### src/rtl/bus_arbiter.sv
// bus_arbiter: hands the 8088 system bus between the CPU (default owner) and
// two DMA masters through a HOLD/HLDA handshake, with round-robin fairness
// between the masters and a bounded tenure per grant.
module bus_arbiter #(
   parameter int unsigned MAX_TENURE = 16,
   parameter int unsigned CPU_MIN    = 4
) (
   input  logic        clk,
   input  logic        rst,
   input  logic        cpu_rd_n,
   input  logic        cpu_wr_n,
   input  logic        cpu_iom,
   input  logic [19:0] cpu_addr,
   input  logic [7:0]  cpu_dout,
   output logic        cpu_hold,
   input  logic        cpu_hlda,
   input  logic [1:0]  dma_req,
   output logic [1:0]  dma_gnt,
   input  logic        dma0_rd_n,
   input  logic        dma0_wr_n,
   input  logic        dma0_iom,
   input  logic [19:0] dma0_addr,
   input  logic [7:0]  dma0_dout,
   input  logic        dma1_rd_n,
   input  logic        dma1_wr_n,
   input  logic        dma1_iom,
   input  logic [19:0] dma1_addr,
   input  logic [7:0]  dma1_dout,
   output logic        bus_rd_n,
   output logic        bus_wr_n,
   output logic        bus_iom,
   output logic [19:0] bus_addr,
   output logic [7:0]  bus_dout,
   output logic [1:0]  bus_owner,
   output logic        bus_err
);

   typedef enum logic [2:0] {
      CPU_OWN,
      HOLD_WAIT,
      DMA0,
      DMA1,
      TURN,
      RELEASE
   } state_e;

   localparam logic [7:0] TEN_LAST = 8'(MAX_TENURE - 1);
   localparam logic [7:0] CPU_SAT  = 8'(CPU_MIN);

   localparam logic [1:0] OWN_CPU  = 2'b00;
   localparam logic [1:0] OWN_DMA0 = 2'b01;
   localparam logic [1:0] OWN_DMA1 = 2'b10;
   localparam logic [1:0] OWN_NONE = 2'b11;

   state_e      state_q, state_d;
   logic        hold_q, hold_d;
   logic [1:0]  gnt_q, gnt_d;
   logic [1:0]  owner_q, owner_d;
   logic        err_q, err_d;
   logic        last_q, last_d;       // master granted most recently (1 = DMA1)
   logic [7:0]  cpu_cnt_q, cpu_cnt_d;
   logic        cpu_sat_q, cpu_sat_d; // counter treated as saturated out of reset
   logic [7:0]  ten_cnt_q, ten_cnt_d;

   logic        cpu_met;
   logic        cur;
   logic        grant_en;
   logic        grant_sel;
   logic        hlda_lost;

   assign cpu_met   = cpu_sat_q || (cpu_cnt_q == CPU_SAT);

   assign cpu_hold  = hold_q;
   assign dma_gnt   = gnt_q;
   assign bus_owner = owner_q;
   assign bus_err   = err_q;

   // State and registered outputs; async reset returns the bus to the CPU.
   always_ff @(posedge clk or posedge rst) begin
      if (rst) begin
         state_q   <= CPU_OWN;
         hold_q    <= 1'b0;
         gnt_q     <= '0;
         owner_q   <= OWN_CPU;
         err_q     <= 1'b0;
         last_q    <= 1'b1;
         cpu_cnt_q <= '0;
         cpu_sat_q <= 1'b1;
         ten_cnt_q <= '0;
      end else begin
         state_q   <= state_d;
         hold_q    <= hold_d;
         gnt_q     <= gnt_d;
         owner_q   <= owner_d;
         err_q     <= err_d;
         last_q    <= last_d;
         cpu_cnt_q <= cpu_cnt_d;
         cpu_sat_q <= cpu_sat_d;
         ten_cnt_q <= ten_cnt_d;
      end
   end

   // Next-state and next-output logic; grants and HLDA loss are applied after
   // the case so every path that issues them shares one definition.
   always_comb begin
      state_d   = state_q;
      hold_d    = hold_q;
      gnt_d     = gnt_q;
      owner_d   = owner_q;
      err_d     = err_q;
      last_d    = last_q;
      cpu_cnt_d = cpu_cnt_q;
      cpu_sat_d = cpu_sat_q;
      ten_cnt_d = ten_cnt_q;
      grant_en  = 1'b0;
      grant_sel = 1'b0;
      hlda_lost = 1'b0;
      cur       = (state_q == DMA1);

      unique case (state_q)
         CPU_OWN: begin
            if (!cpu_met) begin
               cpu_cnt_d = cpu_cnt_q + 8'd1;
            end
            if (cpu_met && (dma_req != 2'b00)) begin
               state_d = HOLD_WAIT;
               hold_d  = 1'b1;
            end
         end
         HOLD_WAIT: begin
            if (cpu_hlda) begin
               if (dma_req == 2'b00) begin
                  state_d = RELEASE;
                  owner_d = OWN_NONE;
               end else begin
                  grant_en  = 1'b1;
                  grant_sel = (dma_req == 2'b11) ? ~last_q : dma_req[1];
               end
            end
         end
         DMA0, DMA1: begin
            if (!cpu_hlda) begin
               hlda_lost = 1'b1;
            end else if (!dma_req[cur] || (ten_cnt_q == TEN_LAST)) begin
               gnt_d   = '0;
               owner_d = OWN_NONE;
               state_d = dma_req[~cur] ? TURN : RELEASE;
            end else begin
               ten_cnt_d = ten_cnt_q + 8'd1;
            end
         end
         TURN: begin
            if (!cpu_hlda) begin
               hlda_lost = 1'b1;
            end else begin
               grant_en  = 1'b1;
               grant_sel = ~last_q;
            end
         end
         RELEASE: begin
            state_d   = CPU_OWN;
            hold_d    = 1'b0;
            owner_d   = OWN_CPU;
            cpu_cnt_d = '0;
            cpu_sat_d = 1'b0;
         end
         default: begin
            state_d = CPU_OWN;
         end
      endcase

      if (grant_en) begin
         state_d   = grant_sel ? DMA1 : DMA0;
         gnt_d     = grant_sel ? 2'b10 : 2'b01;
         owner_d   = grant_sel ? OWN_DMA1 : OWN_DMA0;
         last_d    = grant_sel;
         ten_cnt_d = '0;
      end

      if (hlda_lost) begin
         state_d   = CPU_OWN;
         hold_d    = 1'b0;
         gnt_d     = '0;
         owner_d   = OWN_CPU;
         err_d     = 1'b1;
         cpu_cnt_d = '0;
         cpu_sat_d = 1'b0;
      end
   end

   // Master-side bus mux driven from the registered owner code.
   always_comb begin
      bus_rd_n = cpu_rd_n;
      bus_wr_n = cpu_wr_n;
      bus_iom  = cpu_iom;
      bus_addr = cpu_addr;
      bus_dout = cpu_dout;
      unique case (owner_q)
         OWN_DMA0: begin
            bus_rd_n = dma0_rd_n;
            bus_wr_n = dma0_wr_n;
            bus_iom  = dma0_iom;
            bus_addr = dma0_addr;
            bus_dout = dma0_dout;
         end
         OWN_DMA1: begin
            bus_rd_n = dma1_rd_n;
            bus_wr_n = dma1_wr_n;
            bus_iom  = dma1_iom;
            bus_addr = dma1_addr;
            bus_dout = dma1_dout;
         end
         OWN_NONE: begin
            bus_rd_n = 1'b1;
            bus_wr_n = 1'b1;
            bus_iom  = 1'b0;
            bus_addr = '0;
            bus_dout = '0;
         end
         default: begin
            bus_rd_n = cpu_rd_n;
         end
      endcase
   end

endmodule

### config.mk
export PLATFORM = sky130hd
export DESIGN_NAME = bus_arbiter
export DESIGN_NICKNAME = d
export VERILOG_FILES = /design/src/rtl/bus_arbiter.sv
export SDC_FILE = /design/constraint.sdc
export NUM_CORES = 1
export LEC_CHECK = 0
export CAP_MARGIN = 20
export CELL_PAD_IN_SITES_DETAIL_PLACEMENT = 0
export CELL_PAD_IN_SITES_GLOBAL_PLACEMENT = 1
export CORE_MARGIN = 1
export CORE_UTILIZATION = 25
export DETAILED_ROUTE_END_ITERATION = 7
export PLACE_DENSITY_LB_ADDON = 0.1
export SYNTH_ARGS = -nofsm -noshare
export SYNTH_HDL_FRONTEND = slang
export SYNTH_SLANG_ARGS = --single-unit
export TNS_END_PERCENT = 100
### constraint.sdc
create_clock -name clk -period 1.8 [get_ports clk]
set_input_delay 0.18 -clock clk [delete_from_list [all_inputs] [get_ports clk]]
set_output_delay 0.18 -clock clk [all_outputs]
set_load 0.01 [all_outputs]
======== Yosys cells after proc, flatten, opt, wreduce, memory -nomap -nowiden ========
Cells that the tools add are included.
word-level totals
  flip-flop bits (word level) ............. 27
  bits in latches ......................... 0
  memory bits (writable) .................. 0
  ROM bits ................................ 0
  output and inout port bits .............. 37
  logic and storage cells ................. 113
  memories ................................ 0
operators by class
  add/subtract/negate cells ............... 2
  $mul .................................... 0
  div/mod/pow operators ................... 0
  magnitude comparators ................... 2
  equal/unequal tests ..................... 20
  shift-type cells ........................ 0
  multiplexer cells ....................... 55
  bitwise logic cells ..................... 2
  reduce and logical (&&, ||, !) cells .... 23
operators with widths
  cell                   count
  $pmux W20 S3           1
  $mux W8                6
  $mux W2                12
  $pmux W8 S3            1
  $mux W3                7
  $ne A4 B4 Y1 const B   5
  $mux W1                19
  $add A8 B1 Y8 const B  2
  $pmux W8 S2            1
  $pmux W3 S4            1
  $reduce_bool A3 Y1     4
  $ne A3 B3 Y1 const B   3
  $pmux W1 S3            3
  $eq A8 B3 Y1 const B   1
  $eq A8 B4 Y1 const B   1
  $reduce_bool A2 Y1     4
  $eq A2 B2 Y1 const B   3
  $eq A3 B2 Y1 const B   2
  $eq A3 B3 Y1 const B   2
  $pmux W1 S2            3
  $pmux W2 S3            1
  $reduce_and A3 Y1      2
  $reduce_and A6 Y1      1
  $reduce_and A5 Y1      1
  14 further kinds       18

======== Longest topological paths before layout ========
  word-level depth ........................ 10
  depth in mapped cells ................... 7
  mapped depth without buffers ............ 7

======== Worst setup path after synthesis ========
Ideal clock, no wire load.
  path type ............................... reg2reg
  start ................................... register ten_cnt_q[4]
  end ..................................... register owner_q[1], in the netlist bus_owner[1]
  setup time .............................. 125 ps
  data arrival time ....................... 1,410 ps
  data required time ...................... 1,675 ps
  path slack .............................. 265 ps
  cell stages (with the launch flop) ...... 6
  period minus slack after synthesis ...... 1,535 ps
  cell sequence ........................... dfrtp_1 nor4_1 nand2_1 a21oi_2 nand2_2 mux2_4
on the way
  longest elaborated chain between the ends .. 4
RTL lines
  item                                line  RTL
  from (decl)                         63    logic [7:0] ten_cnt_q, ten_cnt_d;
  from (signal assigned)              99    ten_cnt_q <= ten_cnt_d;
  $eq A8 B4 Y1                        144   end else if (!dma_req[cur] || (ten_cnt_q == TEN_LAST)) begin
  $logic_or A1 B1 Y1                  144
  $ne A4 B4 Y1 (no source line)       -
  $reduce_and A5 Y1 (no source line)  -
  to (signal assigned)                94    owner_q <= owner_d;
  to (decl)                           58    logic [1:0] owner_q, owner_d;
No other way between the ends.
A chain may end at the register's enable or synchronous reset.

======== Worst setup path after layout ========
  start ................................... register owner_q[0], in the netlist bus_owner[0]
  end ..................................... output port bus_wr_n
on the way
  longest elaborated chain between the ends .. 2
RTL lines
  item                                          line  RTL
  $eq A2 B2 Y1 or $eq A2 B1 Y1 (tied branches)  198   unique case (owner_q)
  $pmux W1 S3 *                                 198
  to (decl)                                     30    output logic bus_wr_n,
Mark *: on every way between the ends. The rest lies on a longest branch, timed or not.

==> metrics.json <==
{
  "drt": {
    "route.detailed.drc": 0,
    "starting_drc_count_in_detailed_routing": 58,
    "detailroute.via_count": 2383,
    "drt-total-wl_mm": 7.53,
    "first_pass_iters": 4,
    "detail_route.vias_per_cell": 4.57,
    "drt-wirelength-per-cell_um": 14.4,
    "antenna_violating_nets_post_route": 0
  },
  "place": {
    "hpwlAfterDp_mm": 5.84,
    "buffer_ports.inserted": 134,
    "gp_congestion": 0.770,
    "dpl_worst_slack_ns": 0.00505
  },
  "synth": {
    "ys.flop_type": "sky130_fd_sc_hd__dfrtp_1",
    "sequential_to_total_area_share_from_yosys_stat_pct": 31.4,
    "postSynthRegisterBits": 27,
    "post-synth-top-area-cell": "sky130_fd_sc_hd__dfrtp_1",
    "synth_compound_area_share_pct": 17.6,
    "synthAdderAreaFrac_pct": 1.74,
    "synth_xor_xnor_area_share_pct": 4.87,
    "postSynth.asyncResetShare_pct": 100,
    "ys_warn_count": 0,
    "synth_top_family_by_area": "simple AND/OR/NAND/NOR gates",
    "synth_cell_types": 46,
    "synth_simple_gate_area_share_pct": 22.7,
    "yosys.cell_count.top_type": "sky130_fd_sc_hd__nand2_1",
    "synth_area_leaders": "sky130_fd_sc_hd__dfrtp_1 29%, sky130_fd_sc_hd__mux2i_1 15%, sky130_fd_sc_hd__nand2_1 7.6%",
    "syn-cell-area_um2": 2160,
    "postSynthCellCount": 270,
    "muxShareOfSynthArea_pct": 16.0,
    "synth.top_cells.by_count": "44 x sky130_fd_sc_hd__nand2_1, 33 x sky130_fd_sc_hd__mux2i_1, 31 x sky130_fd_sc_hd__o21ai_0, 25 x sky130_fd_sc_hd__dfrtp_1, 19 x sky130_fd_sc_hd__nor2_1",
    "syn-num-nets": 371,
    "post_synth.cell_area_avg_um2": 8.00,
    "synth_edf_count": 0,
    "fraction_of_synthesized_cell_area_taken_by_the_top_area_cell_type_pct": 29.0
  },
  "clock_network": {
    "cts_tree": "done",
    "clkSinkCount": 27,
    "cts-htree-levels": 1,
    "ctsRootBufferMaster": "sky130_fd_sc_hd__clkbuf_8",
    "worstSkewPairLatency_ns": 0.27,
    "worst_setup_hold_path_clk_slew_ns": 0.09,
    "cts_bufs_inserted": 3,
    "cts_max_path_buffers": 2,
    "post_cts_hold_buffer_count": 0
  },
  "sta": {
    "fin_hold_ws_ns": 0.261,
    "final-setup-viol-count": 0,
    "worst_slew_margin_rel_pct": 69.4,
    "max_freq_ghz": 0.586,
    "final_period_minus_worst_setup_slack_ns": 1.71,
    "finalHoldViolCount": 0,
    "drv_slew": 0,
    "worst_pin_slew_ns": 0.458,
    "setup_ws_ns": 0.0944,
    "finalCritPeriodShare_pct": 94.8,
    "timing.setup.tns_ns": 0,
    "worst_clock_skew_ns": 0.00336
  },
  "critical_path": {
    "start_point_of_the_critical_path": "bus_owner[0]$_DFFE_PP0P_",
    "cp_cell_sequence": "inv_1 > nor2_4 > clkbuf_16 > a22oi_1 > dlygate4sd2_1",
    "setup.worst_path.start_class": "flop",
    "worst-endpoint-required_ns": 1.62,
    "cpPeakStageDelay_ns": 0.40,
    "timing.critical_path.fanout_max": 15,
    "worstReg2RegEnd": "ten_cnt_q[6]$_DFFE_PP0P_",
    "setup.reg_to_reg.worst_slack_ns": 0.14,
    "r2r_start": "state_q[2]$_DFFE_PP0P_",
    "crit_path_end_kind": "output port",
    "timing.reg2reg.worst_path_depth": 6,
    "critical_path_buf_inv_count": 3,
    "critical_path_class": "flop to output port",
    "slowest_stage": "sky130_fd_sc_hd__dfrtp_1",
    "critical-path-top-delay-family": "buffers and inverters",
    "timing.critical_path.arrival_ns": 1.53
  },
  "floorplan": {
    "die_w_um": 94.9,
    "placement_rows": 33,
    "core_area_um2": 8300,
    "die-height_um": 94.9,
    "floorplan.initialDensity_pct": 26.0,
    "die-area_um2": 9010,
    "io-pin-count": 135
  },
  "global_routing": {
    "overflow_left_after_global_routing": 0,
    "grt_antenna_before_repair": 0,
    "first_pass_grt_wire_length_mm": 11.4,
    "first_global_vias": 2282,
    "grt_use_total_pct": 16.2,
    "largest_net_degree_at_the_start_of_global_routing": 32
  },
  "power": {
    "power.static_leakage_nw": 1.80,
    "vdd_ir_drop_max_mv": 0.551,
    "report.power.total_mw": 4.22,
    "areal_power_density_over_the_cells_nw_per_um2": 1110
  },
  "run": {
    "cap_viol_max_count": 0
  },
  "finish": {
    "antenna_cells_inserted": 0,
    "final_layout_size_suffix_gt1_share_pct": 9.62,
    "finish.utilization_pct": 45.9,
    "area_delta_synth_final_pct": 76.5,
    "final_net_count": 518
  },
  "run_status": {
    "status": "finished clean"
  },
  "min_path": {
    "worstHoldPathType": "input port to asynchronous set/reset pin"
  }
}
[how the worst max path moves through the flow]
stage,end,slack (ns),cells past startpoint
after detailed placement,bus_addr[9],0.005,4
final,bus_wr_n,0.09,5
after global routing,bus_addr[15],-0.007,6
after CTS,bus_addr[9],0.02,4
after global placement,bus_dout[2],0.08,4
after floorplan,bus_owner[1]$_DFFE_PP0P_,0.26,5
[placed cells by master (no fill, tap or decap), types with 2 or more instances in the layout]
master / count
sky130_fd_sc_hd__nor3_1: 3
sky130_fd_sc_hd__clkdlybuf4s50_1: 103
sky130_fd_sc_hd__ha_1: 3
sky130_fd_sc_hd__buf_4: 20
sky130_fd_sc_hd__dlygate4sd2_1: 29
sky130_fd_sc_hd__mux2i_1: 33
sky130_fd_sc_hd__buf_12: 3
sky130_fd_sc_hd__and3_1: 3
sky130_fd_sc_hd__clkbuf_8: 3
sky130_fd_sc_hd__nor3b_1: 2
sky130_fd_sc_hd__o21ai_1: 9
sky130_fd_sc_hd__nand2b_1: 4
sky130_fd_sc_hd__nand4_1: 3
sky130_fd_sc_hd__nor2_1: 18
sky130_fd_sc_hd__inv_1: 13
sky130_fd_sc_hd__xor2_1: 9
sky130_fd_sc_hd__dfrtp_1: 24
sky130_fd_sc_hd__a21o_1: 2
sky130_fd_sc_hd__xnor2_1: 3
sky130_fd_sc_hd__o21ai_0: 31
sky130_fd_sc_hd__nand2_1: 44
sky130_fd_sc_hd__nor2b_1: 3
sky130_fd_sc_hd__nand3_1: 8
sky130_fd_sc_hd__o31ai_1: 2
sky130_fd_sc_hd__dfstp_2: 2
sky130_fd_sc_hd__a21oi_1: 9
sky130_fd_sc_hd__a21boi_0: 2
sky130_fd_sc_hd__a22oi_1: 2
[tightest hold or removal path, stage by stage]
cell and delay, ns:
sky130_fd_sc_hd__clkdlybuf4s50_1 0.40, sky130_fd_sc_hd__inv_1 0.05, sky130_fd_sc_hd__buf_4 0.32
[power by group]
| part | switching [mW] | internal, mW | total [mW] |
|---|---|---|---|
| logic | 1.44 | 1.53 | 2.96 |
| registers | 0.153 | 0.755 | 0.907 |
| clock network | 0.193 | 0.159 | 0.352 |
| total | 1.78 | 2.44 | 4.22 |
[what timing repair did]
action	4_1_cts	5_1_grt
setup endpoints to repair	31	6
resized for setup	33	6
pin swaps	0	0
buffers inserted	0	0
cloned	0	1
endpoints found under the hold margin	0	0
[per-layer routing]
metal	global-route usage, %	part of all wire [%]
met4	4.55	0.89
met5	0	0
met1	21.0	44
met2	27.3	46
met3	3.14	8.7
[logic make-up (layout without fill, tap and decap cells)]
group                    after synthesis  count (layout)
AO/OA/AOI/OAI                         65              65
XOR/XNOR                              12              12
adder cells (fa/ha/maj)                3               3
buffers and inverters                 29             175
flip-flops                            27              27
multiplexers                          34              34
AND/OR/NAND/NOR                      100             100
[through the flow]
stage	area (µm²)	cells
after floorplan	2160	270
after global placement	3760	516
after detailed placement	3760	516
after CTS	3770	520
after global routing	3810	521
final	3810	521
[sequential cells by signal (all words and copies together), names as in the netlist]
signal and cells:
cpu_hold 1, dma_gnt 2, state_q 3, cpu_cnt_q 8
bus_err 1, cpu_sat_q 1, ten_cnt_q 8, last_q 1
bus_owner 2
[final cells by class]
cell class | count | area (µm²)
Sequential cell | 27 | 679
Tap cell | 105 | 131
Fill cell | 860 | 4490
Multi-Input combinational cell | 214 | 1370
Clock buffer | 4 | 45.0
Timing Repair Buffer | 158 | 1540
Inverter | 13 | 48.8
No activity file was read; power rests on OpenSTA's default activity.
==> RTL change 1: new RTL, config.mk and constraints unchanged <==
Re-encode `state_e` (6 states) as Gray code, 3 bits wide.
--- a/src/rtl/bus_arbiter.sv
+++ b/src/rtl/bus_arbiter.sv
@@ -36,12 +36,12 @@
 );
 
    typedef enum logic [2:0] {
-      CPU_OWN,
-      HOLD_WAIT,
-      DMA0,
-      DMA1,
-      TURN,
-      RELEASE
+      CPU_OWN   = 3'b000,
+      HOLD_WAIT = 3'b001,
+      DMA0      = 3'b011,
+      DMA1      = 3'b010,
+      TURN      = 3'b110,
+      RELEASE   = 3'b111
    } state_e;
 
    localparam logic [7:0] TEN_LAST = 8'(MAX_TENURE - 1);
Behaviour: same outputs for any inputs over 10 cycles, from zero or initial values and one cycle with rst high; not proved beyond that.
==> RTL change 1 against the original RTL <==
  * The run now ends with setup timing left
  * Sequential power grew 7.6%
  * Wire length up 4.9%
  * Power rose by 22%
  * Sequential cell count stayed put
  * Sequential share of layout area decreased by 1.5 points
  * Final area rose by 9.6%
  * First-iteration DRC count grew 21%
  * Synthesized area shrank 0.35%
  * Worst setup slack got worse by 0.34 ns
  * Fmax down 16%
  * Largest cell class unchanged
==> RTL change 1: results <==
[worst_setup_path]
cp_max_fo = 3
slowest_stage = or4b_4
arrival_ns = 2.27

[synthesis]
syn-num-nets = 365
seq_area_frac_synth = 0.3151
syn_area_per_cell_um2 = 8.152
synth_cell_types = 48
synthTopCellsByArea = dfrtp_1 (29%), mux2i_1 (14%), o21ai_0 (6.7%), nand2_1 (6.6%), nor2_1 (3.1%)

[sta]
setup_ws_ns = -0.2416
fin_tns_setup_ns = -1.029
hold_ws_ns = 0.2160
skew_ns = 0.005265
finalSetupViolCount = 10
worstMarginPinSlew_ns = 0.5072

[power]
leakagePower_nw = 1.828
peakVddDrop_mv = 0.6183

[run_status]
status = finished with violations
violations = setup timing

[clock_tree]
postCtsSetupRepairBufs = 2
cts_resized = 39

[global_route]
grt_pass1_vias = 2345
grt_pass1_wl_um = 11590
met2_usage = 0.2782
grt_max_degree = 29

[placement]
gp_congestion = 0.7677
hpwlAfterDp_um = 6164
post-place-ws_ns = -0.2288
placed_cells = 526
placed_cell_area_um2 = 3909

[route]
drt_iter0_drc = 70
wire_per_inst_um = 14.64
viasPerCell = 4.696

[cells_and_area]
layout-drive-gt1-share = 0.2189
nNetsFinal = 536
[RTL change 1: cell types whose count changed after synthesis, moves of 6 or more]
cell	unedited run	this run
clkbuf_1	5	15
buf_2	10	1
o21ai_1	9	0
o22ai_1	0	7
nand2_1	44	38
[RTL change 1: worst reg2reg max path, stage by stage (launching register included)]
cell and delay (ns):
dfrtp_1 0.39, inv_1 0.08, ha_1 0.13, or4b_4 0.49, o41ai_4 0.23, o211ai_1 0.13
or4_1 0.48, nand2_1 0.07
[RTL change 1: layout make-up]
cell class	count	area, um2
flip-flops and latches	27	680.7
inverters	11	41.29
well taps	105	131.4
multi-input cells	207	1495
fillers	770	4081
repair buffers	185	1782
clock inverters	1	5.005
clock buffers	3	41.29
[RTL change 1: cell families after synthesis]
| logic type | share of synthesized area |
|---|---|
| compound gates | 0.2058 |
| xor+xnor | 0.04070 |
| fa+ha+maj | 0.01744 |
| buf+inv | 0.05348 |
| flops | 0.3151 |
| mux | 0.1395 |
| simple gates | 0.2279 |
[RTL change 1: final timing paths]
path / start / to / cells past startpoint
worst max-delay path: cpu_cnt_q[1] / state_q[0] / 7
worst min-delay path: rst / state_q[0] / 2
worst max register to register: cpu_cnt_q[1] / state_q[0] / 7
worst min register to register: bus_err / bus_err / 1
max in group asynchronous: rst / bus_err / 3
min in group clk: bus_err / bus_err / 1
[RTL change 1: where the power goes]
group	internal, mW	switching [mW]
clock network	0.156	0.200
logic	2.06	1.74
registers	0.786	0.190
total	3.00	2.13
[RTL change 1: metal layers]
metal / vias to the layer above / wire length (um)
met5: - / 0
met4: 0 / 64
met3: 5 / 626
met2: 81 / 3703
met1: 1164 / 3498
li1: 1281 / -
==> RTL change 2: new RTL, config.mk and constraints unchanged <==
Made on the original files. Change the parameter `MAX_TENURE` from 16 to 8.
--- a/src/rtl/bus_arbiter.sv
+++ b/src/rtl/bus_arbiter.sv
@@ -2,7 +2,7 @@
 // two DMA masters through a HOLD/HLDA handshake, with round-robin fairness
 // between the masters and a bounded tenure per grant.
 module bus_arbiter #(
-   parameter int unsigned MAX_TENURE = 16,
+   parameter int unsigned MAX_TENURE = 8,
    parameter int unsigned CPU_MIN    = 4
 ) (
    input  logic        clk,
Behaviour: same outputs for any inputs over 10 cycles, from zero or initial values and one cycle with rst high; that may be too few to reach the edited logic, so the function may still have changed.
==> RTL change 2 against the original RTL <==
  * Synthesized area grew 1.8%
  * Fmax shrank 10%
  * Final area grew 4.6%
  * Cell count grew 2.9%
  * Power shrank 4.6%
  * Worst setup slack lost 0.20 ns
  * Wire length grew 10%
  * The run now ends with setup timing left
  * Highest routed layer unchanged
  * Register-to-register slack lost 0.25 ns
  * Worst hold slack lost 0.0050 ns
  * Die area grew 1.8%
  * Sequential cell count is the same
==> RTL change 2: results <==
[route]
viasPerCell = 4.782
drt_iter0_drc = 72
drc = 0
dr.pass1.iters = 4
wire_per_inst_um = 15.48

[synthesis]
synth_cell_types = 51
synth-edff-count = 0
syn_area_per_cell_um2 = 8.142
syn-num-nets = 371
synthTopCellsByCount = nand2_1 (40), o21ai_0 (37), mux2i_1 (35)
ys.warnings.count = 0
async_flop_share = 1.000
seq_area_frac_synth = 0.3085
synthTopCellsByArea = dfrtp_1 (28%), mux2i_1 (16%), o21ai_0 (8.4%), nand2_1 (6.8%), xnor2_1 (3.6%)
ys.flop_type = dfrtp_1

[worst_setup_path]
cp_max_fo = 4
arrival_ns = 2.08

[clock_tree]
path_clk_slew_ns = 0.10
cts_buffer_depth = 2
ctsHoldBuffers = 0
cts_buffers = 3
cts-root-buf = clkbuf_8
insertion_delay_ns = 0.27
htree_levels = 1

[cells_and_area]
layout.cells.non_filler = 536
layout-drive-gt1-share = 0.1763
nNetsFinal = 533
top_regs = cpu_cnt_q x8, ten_cnt_q x8, state_q x3
fillers = 825
antennaDiodeCount = 0

[run_status]
status = finished with violations
violations = setup timing

[placement]
gp_congestion = 0.8070
portBuffers = 134
hpwlAfterDp_um = 6215
post-place-ws_ns = -0.1201

[power]
peakVddDrop_mv = 0.5934
leakagePower_nw = 1.797

[global_route]
grt_pass1_wl_um = 11760
groute.usage.overall = 0.1630
antenna_found_initial = 0
grt_max_degree = 32
grt_pass1_vias = 2373

[sta]
skew_ns = 0.006748
worstMarginPinSlew_ns = 0.5786
setup_ws_ns = -0.1051
finalSetupViolCount = 3

[min_path]
holdCritPathClass = input port to async pin
==> RTL change 2: cell families after synthesis <==
family / count (synthesis) / synth area share
flops: 27 / 0.3085
fa+ha+maj: 3 / 0.01708
xor+xnor: 9 / 0.03586
buf+inv: 31 / 0.05407
compound gates: 71 / 0.2134
simple gates: 94 / 0.2117
mux: 35 / 0.1594
==> RTL change 2: layout make-up <==
cell class | instances | area [um2] | share of cell area
clock buffers | 3 | 41.29 | 0.01035
clock inverters | 1 | 7.507 | 0.001883
inverters | 14 | 52.55 | 0.01318
multi-input cells | 212 | 1425 | 0.3574
flip-flops and latches | 27 | 680.7 | 0.1707
well taps | 105 | 131.4 | 0.03295
repair buffers | 174 | 1649 | 0.4136
==> RTL change 2: critical path, stage by stage, from the launching register on <==
cell	delay, ns
dfrtp_1	0.39
or4_4	0.53
or3_4	0.38
buf_4	0.15
a2111oi_2	0.35
==> RTL change 2: what timing repair did <==
action,in CTS,in global routing
endpoints found under the setup margin,33,19
resized for setup,32,61
cloned,0,3
buffers inserted,0,2
pin swaps,0,3
==> RTL change 2: worst paths after layout <==
kind                               from            to  slack, ns  cells after the start
max                        ten_cnt_q[3]    state_q[2]      -0.11                      4
min                                 rst  ten_cnt_q[7]       0.26                      3
max reg2reg                ten_cnt_q[3]    state_q[2]      -0.11                      4
min reg2reg                     bus_err       bus_err       0.47                      1
max in group asynchronous           rst     cpu_sat_q       1.22                      3
min in group clk                bus_err       bus_err       0.47                      1
==> RTL change 2: through the flow <==
step	util	area, um2	setup TNS [ns]	hold WS [ns]	power (mW)
floorplan	-	2198	-0.1148	0.2312	2.287
CTS	0.4665	3910	-0.1591	0.2695	3.875
global placement	0.4648	3896	-0.3279	0.4473	3.705
global route	0.4757	3988	-1.414	0.3169	4.346
detailed placement	0.4648	3896	-0.4236	0.4498	3.706
finish	0.4757	3988	-0.2514	0.2563	4.030
==> RTL change 2: metal layers <==
layer	track usage	vias up	wire [um]
li1	-	1287	-
met1	0.2114	1174	3656
met2	0.2792	96	3867
met3	0.03081	6	694
met4	0.03856	0	80
met5	0	-	0
==> RTL change 2: power breakdown <==
| part | internal, mW | switching (mW) |
|---|---|---|
| Combinational | 1.45 | 1.34 |
| Clock | 0.157 | 0.196 |
| Sequential | 0.752 | 0.139 |
